===== config.mk =====
export PLATFORM = sky130hd
export DESIGN_NAME = dut_vector_sequencer_flat
export DESIGN_NICKNAME = d
export VERILOG_FILES = /design/src/rtl/dut_vector_sequencer_pkg.sv /design/src/rtl/dut_vector_sequencer_if.sv /design/src/rtl/dut_vector_sequencer_misr.sv /design/src/rtl/dut_vector_sequencer.sv /design/src/flat_wrapper.sv
export SDC_FILE = /design/constraint.sdc
export NUM_CORES = 1
export LEC_CHECK = 0
export ABC_AREA = 1
export BUFFER_PORTS_ARGS = -buffer_cell sky130_fd_sc_hd__buf_2
export CAP_MARGIN = 20
export CORE_AREA = 2 2 105 107
export DETAILED_ROUTE_END_ITERATION = 6
export DIE_AREA = 0 0 107 109
export PLACE_DENSITY = 0.53
export SYNTH_ARGS = -nofsm -noshare
export SYNTH_HDL_FRONTEND = slang
export SYNTH_SLANG_ARGS = --single-unit

===== constraint.sdc =====
create_clock -name clk -period 4 [get_ports clk]
set_clock_uncertainty 0.15 [all_clocks]
set_input_delay 0 -clock clk [delete_from_list [all_inputs] [get_ports clk]]
set_output_delay 0 -clock clk [all_outputs]
set_load 0.01 [all_outputs]

===== src/rtl/dut_vector_sequencer_pkg.sv =====
// Shared types, LFSR/MISR tap constants and step functions for the vector sequencer.
package vseq_pkg;

    localparam int SIG_W = 16;

    typedef enum logic [2:0] {
        IDLE    = 3'd0,
        LOAD    = 3'd1,
        APPLY   = 3'd2,
        SETTLE  = 3'd3,
        CAPTURE = 3'd4,
        DONE    = 3'd5
    } vseq_state_t;

    // Tap positions 14,5,3,1 and 16,15,13,4 expressed as bit masks (bit n-1 for tap n).
    localparam logic [13:0]      LFSR14_TAPS = 14'h2015;
    localparam logic [SIG_W-1:0] MISR16_TAPS = 16'hD008;

    function automatic logic [13:0] step14(input logic [13:0] l);
        return {l[12:0], ^(l & LFSR14_TAPS)};
    endfunction

    function automatic logic [SIG_W-1:0] step16(input logic [SIG_W-1:0] m);
        return {m[SIG_W-2:0], ^(m & MISR16_TAPS)};
    endfunction

endpackage


===== src/rtl/dut_vector_sequencer_if.sv =====
// Host-side run control and signature handshake bundle for the vector sequencer.
interface vseq_if #(
    parameter int IN_W  = 14,
    parameter int CNT_W = 16
);
    import vseq_pkg::*;

    logic             start;
    logic             abort;
    logic [IN_W-1:0]  seed;
    logic [CNT_W-1:0] num_vec;
    logic             busy;
    logic             sig_valid;
    logic             sig_ready;
    logic [SIG_W-1:0] signature;

    modport master (
        output start, abort, seed, num_vec, sig_ready,
        input  busy, sig_valid, signature
    );

    modport slave (
        input  start, abort, seed, num_vec, sig_ready,
        output busy, sig_valid, signature
    );

endinterface


===== src/rtl/dut_vector_sequencer_misr.sv =====
// 16-bit multiple-input signature register compacting netlist responses.
// With VSEQ_XMASK_EN defined, an x_mask input excludes selected response bits.
module vseq_misr
    import vseq_pkg::*;
#(
    parameter int OUT_W = 8
) (
    input  logic             clk,
    input  logic             rst_n,
    input  logic             clear,
    input  logic             enable,
`ifdef VSEQ_XMASK_EN
    input  logic [OUT_W-1:0] x_mask,
`endif
    input  logic [OUT_W-1:0] data,
    output logic [SIG_W-1:0] sig
);

    logic [SIG_W-1:0] misr_q;
    logic [SIG_W-1:0] misr_d;
    logic [OUT_W-1:0] data_eff;

`ifdef VSEQ_XMASK_EN
    assign data_eff = data & ~x_mask;
`else
    assign data_eff = data;
`endif

    always_comb begin
        misr_d = misr_q;
        if (clear) begin
            misr_d = '0;
        end else if (enable) begin
            misr_d = step16(misr_q) ^ SIG_W'(data_eff);
        end
    end

    always_ff @(posedge clk or negedge rst_n) begin
        if (!rst_n) begin
            misr_q <= '0;
        end else begin
            misr_q <= misr_d;
        end
    end

    assign sig = misr_q;

endmodule


===== src/rtl/dut_vector_sequencer.sv =====
// Drives LFSR vectors into a mapped netlist, holds each for SETTLE cycles, and
// compacts responses into a MISR signature. Optional macro: VSEQ_XMASK_EN.
module dut_vector_sequencer
#(
    parameter int IN_W   = 14,
    parameter int OUT_W  = 8,
    parameter int CNT_W  = 16,
    parameter int SETTLE = 2
) (
    input  logic             clk,
    input  logic             rst_n,
    vseq_if.slave            host,
    output logic [IN_W-1:0]  dut_in,
    input  logic [OUT_W-1:0] dut_out
`ifdef VSEQ_XMASK_EN
    ,
    input  logic [OUT_W-1:0] x_mask
`endif
);
    import vseq_pkg::*;

    localparam logic [2:0] ST_IDLE    = vseq_pkg::IDLE;
    localparam logic [2:0] ST_LOAD    = vseq_pkg::LOAD;
    localparam logic [2:0] ST_APPLY   = vseq_pkg::APPLY;
    localparam logic [2:0] ST_SETTLE  = vseq_pkg::SETTLE;
    localparam logic [2:0] ST_CAPTURE = vseq_pkg::CAPTURE;
    localparam logic [2:0] ST_DONE    = vseq_pkg::DONE;

    localparam logic [3:0] SETTLE_LOAD = 4'(SETTLE - 1);

    logic [2:0]       state_q, state_d;
    logic [IN_W-1:0]  lfsr_q, lfsr_d;
    logic [CNT_W-1:0] cnt_q, cnt_d;
    logic [3:0]       settle_cnt_q, settle_cnt_d;
    logic [IN_W-1:0]  dut_in_q, dut_in_d;
    logic             misr_clear;
    logic             misr_en;
    logic [SIG_W-1:0] misr_sig;

    always_comb begin
        state_d      = state_q;
        lfsr_d       = lfsr_q;
        cnt_d        = cnt_q;
        settle_cnt_d = settle_cnt_q;
        dut_in_d     = dut_in_q;
        misr_clear   = 1'b0;
        misr_en      = 1'b0;

        case (state_q)
            ST_IDLE: begin
                if (host.start) begin
                    // An all-zero seed would lock the LFSR, so it is replaced by 1.
                    lfsr_d     = (host.seed == '0) ? IN_W'(1) : host.seed;
                    cnt_d      = host.num_vec;
                    misr_clear = 1'b1;
                    state_d    = (host.num_vec == '0) ? ST_DONE : ST_LOAD;
                end
            end
            ST_LOAD: begin
                state_d = ST_APPLY;
            end
            ST_APPLY: begin
                dut_in_d     = lfsr_q;
                settle_cnt_d = SETTLE_LOAD;
                state_d      = ST_SETTLE;
            end
            ST_SETTLE: begin
                if (settle_cnt_q == '0) begin
                    state_d = ST_CAPTURE;
                end else begin
                    settle_cnt_d = settle_cnt_q - 4'd1;
                end
            end
            ST_CAPTURE: begin
                misr_en = 1'b1;
                lfsr_d  = step14(lfsr_q);
                cnt_d   = cnt_q - CNT_W'(1);
                state_d = (cnt_q <= CNT_W'(1)) ? ST_DONE : ST_APPLY;
            end
            ST_DONE: begin
                if (host.sig_ready) begin
                    state_d = ST_IDLE;
                end
            end
            default: begin
                state_d = ST_IDLE;
            end
        endcase

        // Abort overrides everything; the MISR and applied vector are left frozen.
        if (host.abort && (state_q != ST_IDLE)) begin
            state_d      = ST_IDLE;
            lfsr_d       = lfsr_q;
            cnt_d        = cnt_q;
            settle_cnt_d = settle_cnt_q;
            dut_in_d     = dut_in_q;
            misr_clear   = 1'b0;
            misr_en      = 1'b0;
        end
    end

    always_ff @(posedge clk or negedge rst_n) begin
        if (!rst_n) begin
            state_q      <= ST_IDLE;
            lfsr_q       <= '0;
            cnt_q        <= '0;
            settle_cnt_q <= '0;
            dut_in_q     <= '0;
        end else begin
            state_q      <= state_d;
            lfsr_q       <= lfsr_d;
            cnt_q        <= cnt_d;
            settle_cnt_q <= settle_cnt_d;
            dut_in_q     <= dut_in_d;
        end
    end

    vseq_misr #(
        .OUT_W (OUT_W)
    ) u_misr (
        .clk    (clk),
        .rst_n  (rst_n),
        .clear  (misr_clear),
        .enable (misr_en),
`ifdef VSEQ_XMASK_EN
        .x_mask (x_mask),
`endif
        .data   (dut_out),
        .sig    (misr_sig)
    );

    assign dut_in         = dut_in_q;
    assign host.busy      = (state_q != ST_IDLE);
    assign host.sig_valid = (state_q == ST_DONE);
    assign host.signature = misr_sig;

endmodule


===== src/flat_wrapper.sv =====
// flat-port wrapper written by rule: the top's interface ports become plain ports
module dut_vector_sequencer_flat import vseq_pkg::*;
#(
    parameter int IN_W   = 14,
    parameter int OUT_W  = 8,
    parameter int CNT_W  = 16,
    parameter int SETTLE = 2
)
  (clk, rst_n, dut_in, dut_out, host_start, host_abort, host_seed, host_num_vec, host_sig_ready, host_busy, host_sig_valid, host_signature);
  vseq_if #(.IN_W(IN_W), .CNT_W(CNT_W)) host_i ();
  input  logic clk;
  input  logic rst_n;
  output logic [IN_W-1:0] dut_in;
  input  logic [OUT_W-1:0] dut_out;
  input wire logic [$bits(host_i.start)-1:0] host_start;
  input wire logic [$bits(host_i.abort)-1:0] host_abort;
  input wire logic [$bits(host_i.seed)-1:0] host_seed;
  input wire logic [$bits(host_i.num_vec)-1:0] host_num_vec;
  input wire logic [$bits(host_i.sig_ready)-1:0] host_sig_ready;
  output wire logic [$bits(host_i.busy)-1:0] host_busy;
  output wire logic [$bits(host_i.sig_valid)-1:0] host_sig_valid;
  output wire logic [$bits(host_i.signature)-1:0] host_signature;
  assign host_i.start = host_start;
  assign host_i.abort = host_abort;
  assign host_i.seed = host_seed;
  assign host_i.num_vec = host_num_vec;
  assign host_i.sig_ready = host_sig_ready;
  assign host_busy = host_i.busy;
  assign host_sig_valid = host_i.sig_valid;
  assign host_signature = host_i.signature;
  dut_vector_sequencer #(.IN_W(IN_W), .OUT_W(OUT_W), .CNT_W(CNT_W), .SETTLE(SETTLE)) u_core (.clk(clk), .rst_n(rst_n), .host(host_i), .dut_in(dut_in), .dut_out(dut_out));
endmodule

==> summary.txt <==
Run status
  • Outcome: complete, no violations

Pwr
  • Leak: between 2 and 2.5 nW
  • Reg power frac: 39.7%
  • Comb pwr share: 40.3%
  • Net Switching: 1.21 mW
  • Switching Share: between 40% and 50%
  • Internal Power: 1.70 mW
  • Clk pwr share: approximately 20%
  • VDD IR max: 0.238 mV
  • Pwr Density: 604 nW/µm²

Synth
  • Netlist Area Pre-Place: 3630 µm²
  • Syn Inst Count: about 490
  • Synth Area in XOR/XNOR: 3.38%
  • Cell taking the most area after synthesis: dfrtp_1
  • Post-Synth Adder-Cell Area: between 1 and 1.5%
  • Sequential fraction of the synthesis area: 46.2%
  • Combinational family with the most area after synthesis: simple AND/OR/NAND/NOR gates
  • Synthesized Nets: 533
  • Simple-gate area share of the yosys netlist: 27.4%
  • Yosys warns: 0
  • Top area cells in the synthesized netlist: dfrtp_1, nand2_1, inv_1
  • Synth Area in Compound Gates: 12.3%
  • Mux cell area share after synthesis: 0.310%
  • Mean Syn Cell Area: 7.47 µm²
  • Share of the synthesized area in the top cell type: around 46%
  • Yosys reg bits: 67
  • Unique masters post-synth: 29

Finish
  • Register area: 1680 µm²
  • Final Cell Area: 4810 µm²
  • Final Util: 45.4%
  • Fillers: 1079
  • Commonest non-fill, non-tap cells in the layout: nand2_1, buf_2, dfrtp_1
  • Commonest non-fill, non-tap cell in the layout: nand2_1
  • Area grow syn2layout: 32.5%
  • Final net count: 656
  • Diode count: 0
  • Share of cells above drive strength 1: 17.8%
  • Area of the multi-input gates: 1630 µm²

Place
  • DP HPWL: 6510 µm
  • Placer Congestion: roughly 0.77
  • Port bufs: 74
  • Post-DP Area: a little over 4000 µm²
  • Pre-CTS setup slack: between 1 and 1.5 ns

Timing
  • Fin worst setup slack: 0.936 ns
  • WHS: 0.0170 ns
  • Max Freq: 0.326 GHz
  • Post-route minimum period: roughly 3 ns
  • Worst slew pin tran: 0.836 ns
  • RSZ-0062 raised after global routing: no
  • Final Hold Fails: 0
  • Slew margin rel.: ~44%
  • Final setup violation count: 0
  • Setup TNS Final: 0 ns
  • Tcrit/Tclk final: 76.6%
  • Slew Viols, Final: 0

CTS
  • Max clock buf depth: 2
  • Post-CTS sizing: 0
  • H-tree levels: 3
  • Clock latency at the later pin of the worst-skew pair: 0.35 ns
  • Clk slew on worst S/H paths: 0.08 ns
  • Clock root buffer: clkbuf_8
  • CTS Buf Count: 9
  • CTS tree: yes
  • CTS sink cnt: 67

Detailed routing
  • DR vias: 3489
  • Antenna viol nets, final: 0
  • DRT Wirelength: 9420 µm
  • Drt drc: 0
  • Vias per inst: 4.63
  • 1st-pass router iterations: 4
  • WL per Instance: 12.5 µm
  • Initial DRC count: around 220

Floorplan
  • Initial core utilization: 34.2%
  • Die Wd: 107 µm
  • Row cnt: 38
  • Die Ht: 109 µm
  • Num ports: 75
  • Die Area: 11700 µm²
  • Core area: between 10000 and 15000 µm²

Setup path
  • Critical Path AT: 3.14 ns
  • Reg2reg path depth: 9
  • CP Data Required Time: 4.07 ns
  • Crit-path max FO: 46
  • Critical-path top delay cell: nand2_2
  • Max incr delay on CP: roughly 0.57 ns
  • Crit path top cell by count: nand2_2
  • Cells along the critical path: nor2_4 -> nand2_2 -> inv_4 -> nand2_4 -> nand2_2 -> inv_2 -> nand2_1 -> o21ai_1 -> dlygate4sd3_1
  • CP Capture Type: flip-flop
  • Critical path launch point type: flip-flop
  • Critical path type: flip-flop to flip-flop

GRT
  • Grt total ovfl: 0
  • Number of global-route vias before repair: 3499
  • Initial antenna violation count: 0
  • Largest net degree at the start of global routing: 47
  • Gr usage total: 17.2%
  • First-pass GRT wire length: 16000 µm

Min path
  • HP Class: input pin to flip-flop
  • Hold Path Depth: 7

Job
  • Max-cap violations: 0
## cells in the mapped netlist
library cell / instances
o21ai_0: 42
o31ai_1: 1
clkbuf_1: 8
nand3_1: 25
buf_4: 1
o22ai_1: 9
nand3b_1: 1
xnor2_1: 10
or2_2: 6
inv_2: 2
xor2_1: 4
buf_6: 4
nor2_1: 54
a31oi_1: 7
buf_2: 4
nand4_1: 4
nor2_4: 1
o21ai_1: 9
ha_1: 4
nand2_1: 147
dfrtp_1: 67
nor3_1: 2
nand2_2: 2
o211ai_1: 8
inv_4: 1
inv_1: 56
mux2_2: 1
a21oi_1: 5
nand2_4: 1
## power by group through the flow
stage                     clock (mW)  sequential, mW  combinational [mW]
final                          0.581            1.15                1.17
after detailed placement           0            1.16                1.12
after CTS                      0.597            1.15                1.18
after global routing           0.616            1.19                1.36
after floorplan                    0            1.15               0.806
after global placement             0            1.16                1.10
## per-stage QoR
| stage | std cells | power (mW) |
|---|---|---|
| 2_1_floorplan | 486 | 1.96 |
| 3_3_place_gp | 688 | 2.25 |
| 3_5_place_dp | 688 | 2.28 |
| 4_1_cts | 754 | 2.93 |
| 5_1_grt | 754 | 3.17 |
| 6_report | 754 | 2.91 |
## cell type report
cell class	count	share of cell area (%)
clock inverters	7	1.59
inverters	59	4.66
repair buffers	129	18.9
clock buffers	9	2.57
flip-flops and latches	67	34.9
multi-input cells	343	33.8
well taps	140	3.64
## critical path: cells and delay by family (launching register included)
kind / cells / cell delay (ns)
AND/OR/NAND/NOR: 5 / 1.11
buffers and inverters: 3 / 1.15
AO/OA/AOI/OAI: 1 / 0.06
flip-flops: 1 / 0.46
## worst paths after layout
kind / from / to / slack, ns
max reg2reg: u_core.state_q[0]$_DFFE_PN0P_ / u_core.u_misr.sig[5]$_DFFE_PN0P_ / 0.94
min: host_start / u_core.state_q[0]$_DFFE_PN0P_ / 0.02
max in group asynchronous: rst_n / u_core.cnt_q[12]$_DFFE_PN0P_ / 2.61
min in group asynchronous: rst_n / u_core.dut_in[12]$_DFFE_PN0P_ / 0.13
min reg2reg: u_core.dut_in[9]$_DFFE_PN0P_ / u_core.dut_in[9]$_DFFE_PN0P_ / 0.33
max: u_core.state_q[0]$_DFFE_PN0P_ / u_core.u_misr.sig[5]$_DFFE_PN0P_ / 0.94
## logic make-up after synthesis
| logic type | count (synthesis) |
|---|---|
| adder cells (fa/ha/maj) | 4 |
| multiplexers | 1 |
| buffers and inverters | 76 |
| XOR/XNOR | 14 |
| AO/OA/AOI/OAI | 81 |
| AND/OR/NAND/NOR | 243 |
| flip-flops | 67 |
## state kept, by name, indices dropped and copies added (netlist names)
name	flops
u_core.lfsr_q	14
u_core.u_misr.sig	16
u_core.settle_cnt_q	4
u_core.cnt_q	16
u_core.state_q	3
u_core.dut_in	14
## repair_timing
| item | CTS | global route |
|---|---|---|
| setup buffers | 0 | 0 |
| endpoints found under the hold margin | 86 | 0 |
| hold buffers | 50 | 0 |
## per-layer routing
metal,global-route usage [%],wire length [µm],vias to the layer above
met3,3.11,299,17
met2,29.3,4500,72
met5,0,0,-
met1,22.2,4450,1605
li1,-,-,1795
met4,5.57,167,0
Power figures use the tool's default switching activity.
